--- src/rtl/display_pkg.sv ---
// Shared 720p display constants and the motion-controller state type.
// No logic; no latency; no flow control.
package display_pkg;

   localparam int CORDW = 12;
   localparam int H_RES = 1280;
   localparam int V_RES = 720;

   typedef enum logic [1:0] {IDLE, CALC_X, CALC_Y, COMMIT} motion_state_t;

endpackage

--- src/rtl/axis_bounce.sv ---
// One-axis step-and-bounce: moves pos by SPEED in dir, clamping at 0 / limit.
// Purely combinational; no flow control.
module axis_bounce
   import display_pkg::*;
#(
   parameter int SPEED = 2
) (
   input  logic [CORDW-1:0] pos,
   input  logic             dir,
   input  logic [CORDW-1:0] limit,
   output logic [CORDW-1:0] next_pos,
   output logic             next_dir,
   output logic             hit
);

   localparam int             CW1  = CORDW + 1;
   localparam logic [CW1-1:0] STEP = CW1'(SPEED);

   logic [CW1-1:0]   pos_w;
   logic [CW1-1:0]   fwd_w;
   logic [CORDW-1:0] back;

   always_comb begin
      // One extra bit so the forward sum can never wrap past the limit
      pos_w    = {1'b0, pos};
      fwd_w    = pos_w + STEP;
      back     = pos - STEP[CORDW-1:0];
      next_pos = pos;
      next_dir = dir;
      hit      = 1'b0;
      if (dir) begin
         if (fwd_w > {1'b0, limit}) begin
            next_pos = limit;
            next_dir = 1'b0;
            hit      = 1'b1;
         end else begin
            next_pos = fwd_w[CORDW-1:0];
         end
      end else begin
         if (pos_w < STEP) begin
            next_pos = '0;
            next_dir = 1'b1;
            hit      = 1'b1;
         end else begin
            next_pos = back;
         end
      end
   end

endmodule

--- src/rtl/square_motion_ctrl.sv ---
// Bouncing-square position controller; optional hit counter under SQUARE_MOTION_CTRL_HITCNT_EN.
// Latency: update/sq_x/sq_y 3 cycles after the frame event; square 1 cycle after sx/sy.
// No backpressure: driven purely by display timing, one update per FRAME_DIV frames.
module square_motion_ctrl
   import display_pkg::*;
#(
   parameter int SIZE      = 400,
   parameter int SPEED     = 2,
   parameter int FRAME_DIV = 1
) (
   input  logic             clk_pix,
   input  logic             rst_pix,
   input  logic [CORDW-1:0] sx,
   input  logic [CORDW-1:0] sy,
   input  logic             de,
   input  logic             run,
   output logic             square,
   output logic [CORDW-1:0] sq_x,
   output logic [CORDW-1:0] sq_y,
   output logic             update,
   output logic             hit_x,
   output logic             hit_y
`ifdef SQUARE_MOTION_CTRL_HITCNT_EN
   ,
   output logic [7:0]       hit_cnt
`endif
);

   localparam int               CW1      = CORDW + 1;
   localparam logic [CORDW-1:0] LIM_X    = CORDW'(H_RES - SIZE);
   localparam logic [CORDW-1:0] LIM_Y    = CORDW'(V_RES - SIZE);
   localparam logic [CORDW-1:0] X_RST    = CORDW'((H_RES - SIZE) / 2);
   localparam logic [CORDW-1:0] Y_RST    = CORDW'((V_RES - SIZE) / 2);
   localparam logic [CORDW-1:0] V_BLANK  = CORDW'(V_RES);
   localparam logic [CW1-1:0]   SIZE_W   = CW1'(SIZE);
   localparam logic [7:0]       DIV_LAST = 8'(FRAME_DIV - 1);

   motion_state_t    state_q, state_d;
   logic [7:0]       div_q, div_d;
   logic [CORDW-1:0] shx_q, shx_d, shy_q, shy_d;
   logic             dir_x_q, dir_x_d, dir_y_q, dir_y_d;
   logic             hxp_q, hxp_d, hyp_q, hyp_d;
   logic [CORDW-1:0] sq_x_q, sq_x_d, sq_y_q, sq_y_d;
   logic             upd_q, upd_d, hit_x_q, hit_x_d, hit_y_q, hit_y_d;
   logic             square_q, square_d;
   logic             frame_evt;
   logic             de_unused;

   logic [CORDW-1:0] bx_pos, by_pos;
   logic             bx_dir, by_dir, bx_hit, by_hit;

   assign de_unused = de;
   assign frame_evt = (sx == '0) && (sy == V_BLANK);

   axis_bounce #(.SPEED(SPEED)) u_bounce_x (
      .pos      (sq_x_q),
      .dir      (dir_x_q),
      .limit    (LIM_X),
      .next_pos (bx_pos),
      .next_dir (bx_dir),
      .hit      (bx_hit)
   );

   axis_bounce #(.SPEED(SPEED)) u_bounce_y (
      .pos      (sq_y_q),
      .dir      (dir_y_q),
      .limit    (LIM_Y),
      .next_pos (by_pos),
      .next_dir (by_dir),
      .hit      (by_hit)
   );

   always_comb begin
      state_d  = state_q;
      div_d    = div_q;
      shx_d    = shx_q;
      shy_d    = shy_q;
      dir_x_d  = dir_x_q;
      dir_y_d  = dir_y_q;
      hxp_d    = hxp_q;
      hyp_d    = hyp_q;
      sq_x_d   = sq_x_q;
      sq_y_d   = sq_y_q;
      upd_d    = 1'b0;
      hit_x_d  = 1'b0;
      hit_y_d  = 1'b0;
      square_d = ({1'b0, sx} >= {1'b0, sq_x_q}) && ({1'b0, sx} < ({1'b0, sq_x_q} + SIZE_W)) &&
                 ({1'b0, sy} >= {1'b0, sq_y_q}) && ({1'b0, sy} < ({1'b0, sq_y_q} + SIZE_W));
      unique case (state_q)
         IDLE: begin
            if (frame_evt && run) begin
               if (div_q == DIV_LAST) begin
                  div_d   = '0;
                  state_d = CALC_X;
               end else begin
                  div_d = div_q + 8'd1;
               end
            end
         end
         CALC_X: begin
            shx_d   = bx_pos;
            dir_x_d = bx_dir;
            hxp_d   = bx_hit;
            state_d = CALC_Y;
         end
         CALC_Y: begin
            shy_d   = by_pos;
            dir_y_d = by_dir;
            hyp_d   = by_hit;
            state_d = COMMIT;
         end
         COMMIT: begin
            // Both axes land in the same cycle so the visible image never tears
            sq_x_d  = shx_q;
            sq_y_d  = shy_q;
            upd_d   = 1'b1;
            hit_x_d = hxp_q;
            hit_y_d = hyp_q;
            state_d = IDLE;
         end
         default: state_d = IDLE;
      endcase
   end

   always_ff @(posedge clk_pix or posedge rst_pix) begin
      if (rst_pix) begin
         state_q  <= IDLE;
         div_q    <= '0;
         shx_q    <= X_RST;
         shy_q    <= Y_RST;
         dir_x_q  <= 1'b1;
         dir_y_q  <= 1'b1;
         hxp_q    <= 1'b0;
         hyp_q    <= 1'b0;
         sq_x_q   <= X_RST;
         sq_y_q   <= Y_RST;
         upd_q    <= 1'b0;
         hit_x_q  <= 1'b0;
         hit_y_q  <= 1'b0;
         square_q <= 1'b0;
      end else begin
         state_q  <= state_d;
         div_q    <= div_d;
         shx_q    <= shx_d;
         shy_q    <= shy_d;
         dir_x_q  <= dir_x_d;
         dir_y_q  <= dir_y_d;
         hxp_q    <= hxp_d;
         hyp_q    <= hyp_d;
         sq_x_q   <= sq_x_d;
         sq_y_q   <= sq_y_d;
         upd_q    <= upd_d;
         hit_x_q  <= hit_x_d;
         hit_y_q  <= hit_y_d;
         square_q <= square_d;
      end
   end

   assign square = square_q;
   assign sq_x   = sq_x_q;
   assign sq_y   = sq_y_q;
   assign update = upd_q;
   assign hit_x  = hit_x_q;
   assign hit_y  = hit_y_q;

`ifdef SQUARE_MOTION_CTRL_HITCNT_EN
   logic [7:0] hit_cnt_q, hit_cnt_d;

   always_comb begin
      hit_cnt_d = hit_cnt_q;
      // A corner bounce counts once; the counter sticks at 255
      if ((state_q == COMMIT) && (hxp_q || hyp_q) && (hit_cnt_q != 8'hFF)) begin
         hit_cnt_d = hit_cnt_q + 8'd1;
      end
   end

   always_ff @(posedge clk_pix or posedge rst_pix) begin
      if (rst_pix) begin
         hit_cnt_q <= '0;
      end else begin
         hit_cnt_q <= hit_cnt_d;
      end
   end

   assign hit_cnt = hit_cnt_q;
`endif

endmodule

--- config.mk ---
export PLATFORM = sky130hd
export DESIGN_NAME = square_motion_ctrl
export DESIGN_NICKNAME = d
export VERILOG_FILES = /design/src/rtl/display_pkg.sv /design/src/rtl/axis_bounce.sv /design/src/rtl/square_motion_ctrl.sv
export SDC_FILE = /design/constraint.sdc
export NUM_CORES = 1
export LEC_CHECK = 0
export BUFFER_PORTS_ARGS = -buffer_cell sky130_fd_sc_hd__buf_2
export CAP_MARGIN = 5
export CORE_UTILIZATION = 35
export CTS_CLUSTER_SIZE = 24
export DETAILED_ROUTE_END_ITERATION = 16
export GPL_TIMING_DRIVEN = 0
export PLACE_DENSITY_LB_ADDON = 0.08
export RECOVER_POWER = 100
export SYNTH_ARGS = -nofsm -noshare
export SYNTH_HDL_FRONTEND = slang
export SYNTH_SLANG_ARGS = --single-unit
--- constraint.sdc ---
create_clock -name clk_pix -period 6.2 [get_ports clk_pix]
set_input_delay 1.86 -clock clk_pix [delete_from_list [all_inputs] [get_ports clk_pix]]
set_output_delay 1.86 -clock clk_pix [all_outputs]
set_load 0.02 [all_outputs]
Word-level counts from Yosys, hierarchy flattened
Index checks and enable logic that the tools add are counted.
{ "word_totals": {"input_bits": 28, "latchBits": 0, "elab_cells": 68, "output_inout_bits": 28, "reg_bits": 66, "ram_bits": 0, "memories": 0, "romBits": 0} }
{ "classes": {"reduce_logical": 10, "n_div": 0, "bitwise_logic": 0, "add_sub_neg": 7, "shifts": 0, "eq_ne": 6, "magnitude_cmp": 8, "multipliers": 0, "muxes": 23} }
{ "ops": {"columns": ["cell", "n"], "rows": [
  ["$mux W12", 6],
  ["$add A12 B2 Y13 const B", 2],
  ["$add A12 B9 Y13 const B", 2],
  ["$lt A12 B13 Y1", 2],
  ["$ge A12 B12 Y1", 2],
  ["$lt A12 B2 Y1 const B", 2],
  ["$sub A12 B2 Y12 const B", 2],
  ["$gt A13 B10 Y1 const B", 1],
  ["$gt A13 B9 Y1 const B", 1],
  ["$mux W1", 13],
  ["$eq A12 B10 Y1 const B", 1],
  ["$logic_not A12 Y1", 1],
  ["$add A8 B1 Y8 const B", 1],
  ["$logic_not A8 Y1", 1],
  ["$mux W8", 1],
  ["$pmux W2 S4", 1],
  ["$logic_and A1 B1 Y1", 5],
  ["$eq A2 B2 Y1 const B", 2],
  ["$mux W2", 2],
  ["$ne A2 B2 Y1 const B", 2],
  ["$reduce_and A2 Y1", 2],
  ["$eq A2 B1 Y1 const B", 1],
  ["$logic_not A2 Y1", 1]
]} }

Longest topological paths before layout
{ "depth": {"depth_word": 5, "mapped_depth": 12, "ltp_nobuf": 12} }

Hierarchy
From an unflattened synthesis, not the netlist that was laid out.
{ "hier_totals": {"cells_unflattened": 656, "hier_area_um2": 5894.4} }
{ "by_module_without_submodules": {"columns": ["mod", "seq_area_each_um2", "area_each_um2", "instances", "cells_per_inst"], "rows": [
  ["square_motion_ctrl", 1671.6, 3813.7, 1, 368],
  ["axis_bounce (u_bounce_x)", 0.0, 1074.8, 1, 155],
  ["axis_bounce (u_bounce_y)", 0.0, 1006.0, 1, 133]
]} }

Least setup slack after synthesis
No wires, ideal clock.
{ "synth_path": {"path_type": "input-to-reg", "startpoint": "input sx[5]", "endpoint": "register div_q[5]", "required_ns": 6.121, "setup_ns": 0.079, "arrival_ns": 3.294, "setup_slack_ns": 2.826, "path_buffers": 0, "cell_stages": 6, "cell_sequence": "nor4_1 > nand4_1 > nor3_1 > nand4_1 > nor2_1 > mux2i_1"} }
{ "synth_via": {"elab_chain_cells": 4} }
{ "synth_lines": {"columns": ["element", "line", "source"], "rows": [
  ["start: declaration", "square_motion_ctrl.sv:13", "input logic [CORDW-1:0] sx,"],
  ["$logic_not A12 Y1", "square_motion_ctrl.sv:53", "assign frame_evt = (sx == '0) && (sy == V_BLANK);"],
  ["$logic_and A1 B1 Y1", "square_motion_ctrl.sv:53", null],
  ["$logic_and A1 B1 Y1", "square_motion_ctrl.sv:91", "if (frame_evt && run) begin"],
  ["$reduce_and A2 Y1 (no source line)", null, null],
  ["end signal: assignment", "square_motion_ctrl.sv:143", "div_q <= div_d;"],
  ["end: declaration", "square_motion_ctrl.sv:39", "logic [7:0] div_q, div_d;"]
]} }
No other way between the ends.
A chain may end at the register's enable or synchronous reset.

==> flow_summary.ini <==
[floorplanning]
start_util = 0.3580
die_w_um = 118.2
die-area_um2 = 13960
die_y_um = 118.2
num_rows = 42
io_pins = 56
coreArea_um2 = 13190

[critical_path]
crit_required_ns = 6.15
crit_cells = 2
cp_num_buf_inv = 2
end_kind = asynchronous set/reset pin
reg2reg_slack_ns = 3.11
startpoint = rst_pix
path_cells = buf_2 -> clkinvlp_2
critPathTopFamily = buffers and inverters
crit_path_top_delay_cell = clkinvlp_2
critPathKind = primary input to asynchronous set/reset pin
r2r_start = sq_x[4]
worstPathArrival_ns = 3.69
worstSetupEndpoint = sq_x[11]
crit_path_start_kind = primary input
cpPeakStageDelay_ns = 1.69
r2r_cells = 8
cp_max_fo = 66
r2r-end = shx_q[4]

[layout]
area_growth_pct = 15.69
drive_gt1_frac = 0.1134
nFillCells = 1382
fin_nets = 668
insertedDiodeCount = 0
multi_input_area_um2 = 2783
ff_latch_area_um2 = 1672

[grt]
first_global_vias = 4329
grt_start_max_net_pins = 67
grt_usage = 0.2138
grt_overflow_total = 0
antenna_found_initial = 0
grt_pass1_wl_mm = 23.16

[yosys]
synth-compound-area-share = 0.1733
synth.avg_cell_area_um2 = 9.063
netlist-cell-type-count = 66
synth.ff_latch_count = 66
synth-edff-count = 0
yosys.area_share.simple = 0.1881
netlist_area_um2 = 4722
seq_area_frac_synth = 0.3540
yosysWarningCount = 0
synth_xor_area_frac = 0.08135
syn_inst = 521
synth_fp_nets = 603
async_reset_ff_frac = 1.000
synth_ff_type = dfrtp_1
synth_adder_area_share = 0.1431
synth_top_family_by_area = simple AND/OR/NAND/NOR gates
synthMuxAreaShare = 0.004505

[min_path]
min_from = div_q[7]
hold_path.class = flop to flop

[route]
firstDrtPassIters = 8
wl_met2_mm = 6.737
avgViaCountPerCell = 5.471
met1_length_mm = 6.326
wirelength_mm = 13.97
highest_layer = met4
post_drt_wl_per_cell_um = 18.22
route.met3.wl_um = 620
drtIter0Drc = 239
ant_nets = 0
vias = 4196
drc = 0

[outcome]
status = finished with violations
violations = capacitance limit, slew limit

[cts]
path_clk_slew_ns = 0.06
cts.sinks = 66
cts_tree = built
clock_latency_ns = 0.34
clockRootBuffer = clkbuf_16
cts_hold_buf = 0
post_cts_resized = 0
htree_num_levels = 3
cts_made_buffers = 9
cts_buffer_depth = 2
post-cts-setup-buffers = 0

[pwr]
peakVddDrop_mv = 0.1077
powerDensity_nw_per_um2 = 185.5
p_leak_nw = 2.391

[timing]
finClkSkew_ns = 0.01221
fin_crit_ns = 3.747
max_freq_mhz = 266.9
hold_viol = 0
tightest_slew_ns = 3.028
maxSlewHeadroom = -1.030
slew_viol_final = 67
fin_ws_ns = 2.453
grt_setup_unrepaired = false
setup_violations = 0
whs_ns = 0.4773
totalNegativeSetupSlack_ns = 0
fin_crit_sh = 0.6044

[placed_design]
pre_cts_ws_ns = 2.061
place.gp.congestion = 0.8432
dpl.hpwl_mm = 10.46
port_buffers = 54

[run]
cap_violations = 1
-- cell type report --
type	instances	area share
well taps	176	0.04031
flip-flops and latches	66	0.3060
inverters	41	0.02840
repair buffers	54	0.04283
clock inverters	3	0.007329
clock buffers	13	0.04764
plain buffers	23	0.01809
multi-input cells	391	0.5094
-- registers in the layout, summed over array words and instances, names as in the netlist --
register,flops
dir_y_q,1
dir_x_q,1
hyp_q,1
hit_x,1
square,1
shx_q,12
sq_x,12
update,1
hxp_q,1
sq_y,12
state_q,2
shy_q,12
div_q,8
hit_y,1
-- kinds of logic after synthesis --
| kind of cell | after synthesis |
|---|---|
| AOI/OAI and AO/OA | 120 |
| xor gates and xnor gates | 43 |
| adders and majority gates | 54 |
| and+or+nand+nor | 172 |
| DFF | 66 |
| muxes | 2 |
| buffers and inverters | 64 |
-- synthesized netlist by cell type (all sizes together) (3+ instances only) --
| cell type | number | share of area |
|---|---|---|
| dfstp | 16 | 0.089 |
| a221o | 7 | 0.015 |
| clkbuf | 15 | 0.012 |
| xnor2 | 37 | 0.069 |
| buf | 8 | 0.011 |
| nand2 | 50 | 0.040 |
| nand3 | 32 | 0.034 |
| a211oi | 4 | 0.0064 |
| and3 | 10 | 0.013 |
| dfrtp | 50 | 0.26 |
| o21ai | 34 | 0.036 |
| xor2 | 6 | 0.013 |
| nor2b | 4 | 0.0053 |
| a21oi | 22 | 0.023 |
| inv | 39 | 0.031 |
| o21a | 3 | 0.0048 |
| a221oi | 6 | 0.012 |
| a2111oi | 3 | 0.0056 |
| nand4 | 12 | 0.017 |
| nor4 | 9 | 0.012 |
| a21o | 11 | 0.017 |
| a31oi | 4 | 0.0053 |
| nor3 | 17 | 0.019 |
| ha | 54 | 0.14 |
| nor2 | 17 | 0.014 |
| and2 | 4 | 0.0053 |
| o2bb2ai | 5 | 0.0093 |
-- worst min path at each step --
| stage | cells past startpoint | endpoint | slack [ns] |
|---|---|---|---|
| finish | 1 | div_q[7] | 0.48 |
| CTS | 1 | div_q[7] | 0.48 |
| global route | 1 | hit_y | 0.50 |
| global placement | 1 | div_q[7] | 0.46 |
| detailed placement | 1 | div_q[7] | 0.46 |
| floorplan | 1 | div_q[7] | 0.44 |
-- power by group --
| group | switching [mW] | internal, mW | leakage [nW] |
|---|---|---|---|
| clock | 0.193 | 0.332 | 0.150 |
| sequential | 0.0000913 | 0.432 | 0.839 |
| combinational | 0.0334 | 0.0232 | 1.40 |
-- placed cells by master (no fill, tap or decap), types with 5 or more instances in the layout --
master      n
nand2_1    50
nand4_1    11
nor2_1     17
buf_2      29
xnor2_1    37
a21oi_1    22
dfstp_2    12
xor2_1      5
clkbuf_1   49
nand3_1    32
dfrtp_1    50
clkbuf_16   9
a221o_1     7
inv_1      34
o2bb2ai_1   5
a21o_1     11
nor3_1     17
nor4_1      9
ha_1       54
a221oi_1    5
and3_1     10
o21ai_0    33
-- per-stage QoR --
step	utilization	std cells	instance area [um^2]	total power [mW]
2_1_floorplan	-	521	4722	0.4721
3_3_place_gp	0.3952	751	5213	0.4948
3_5_place_dp	0.3954	751	5215	0.4971
4_1_cts	0.4181	767	5515	1.028
5_1_grt	0.4142	767	5463	1.055
6_report	0.4142	767	5463	1.014
-- layer usage --
metal | track usage | up-vias
li1 | - | 2009
met1 | 0.2851 | 2061
met2 | 0.3441 | 106
met3 | 0.04054 | 20
met4 | 0.07692 | 0
met5 | 0 | -
No activity file was read; power rests on OpenSTA's default activity.
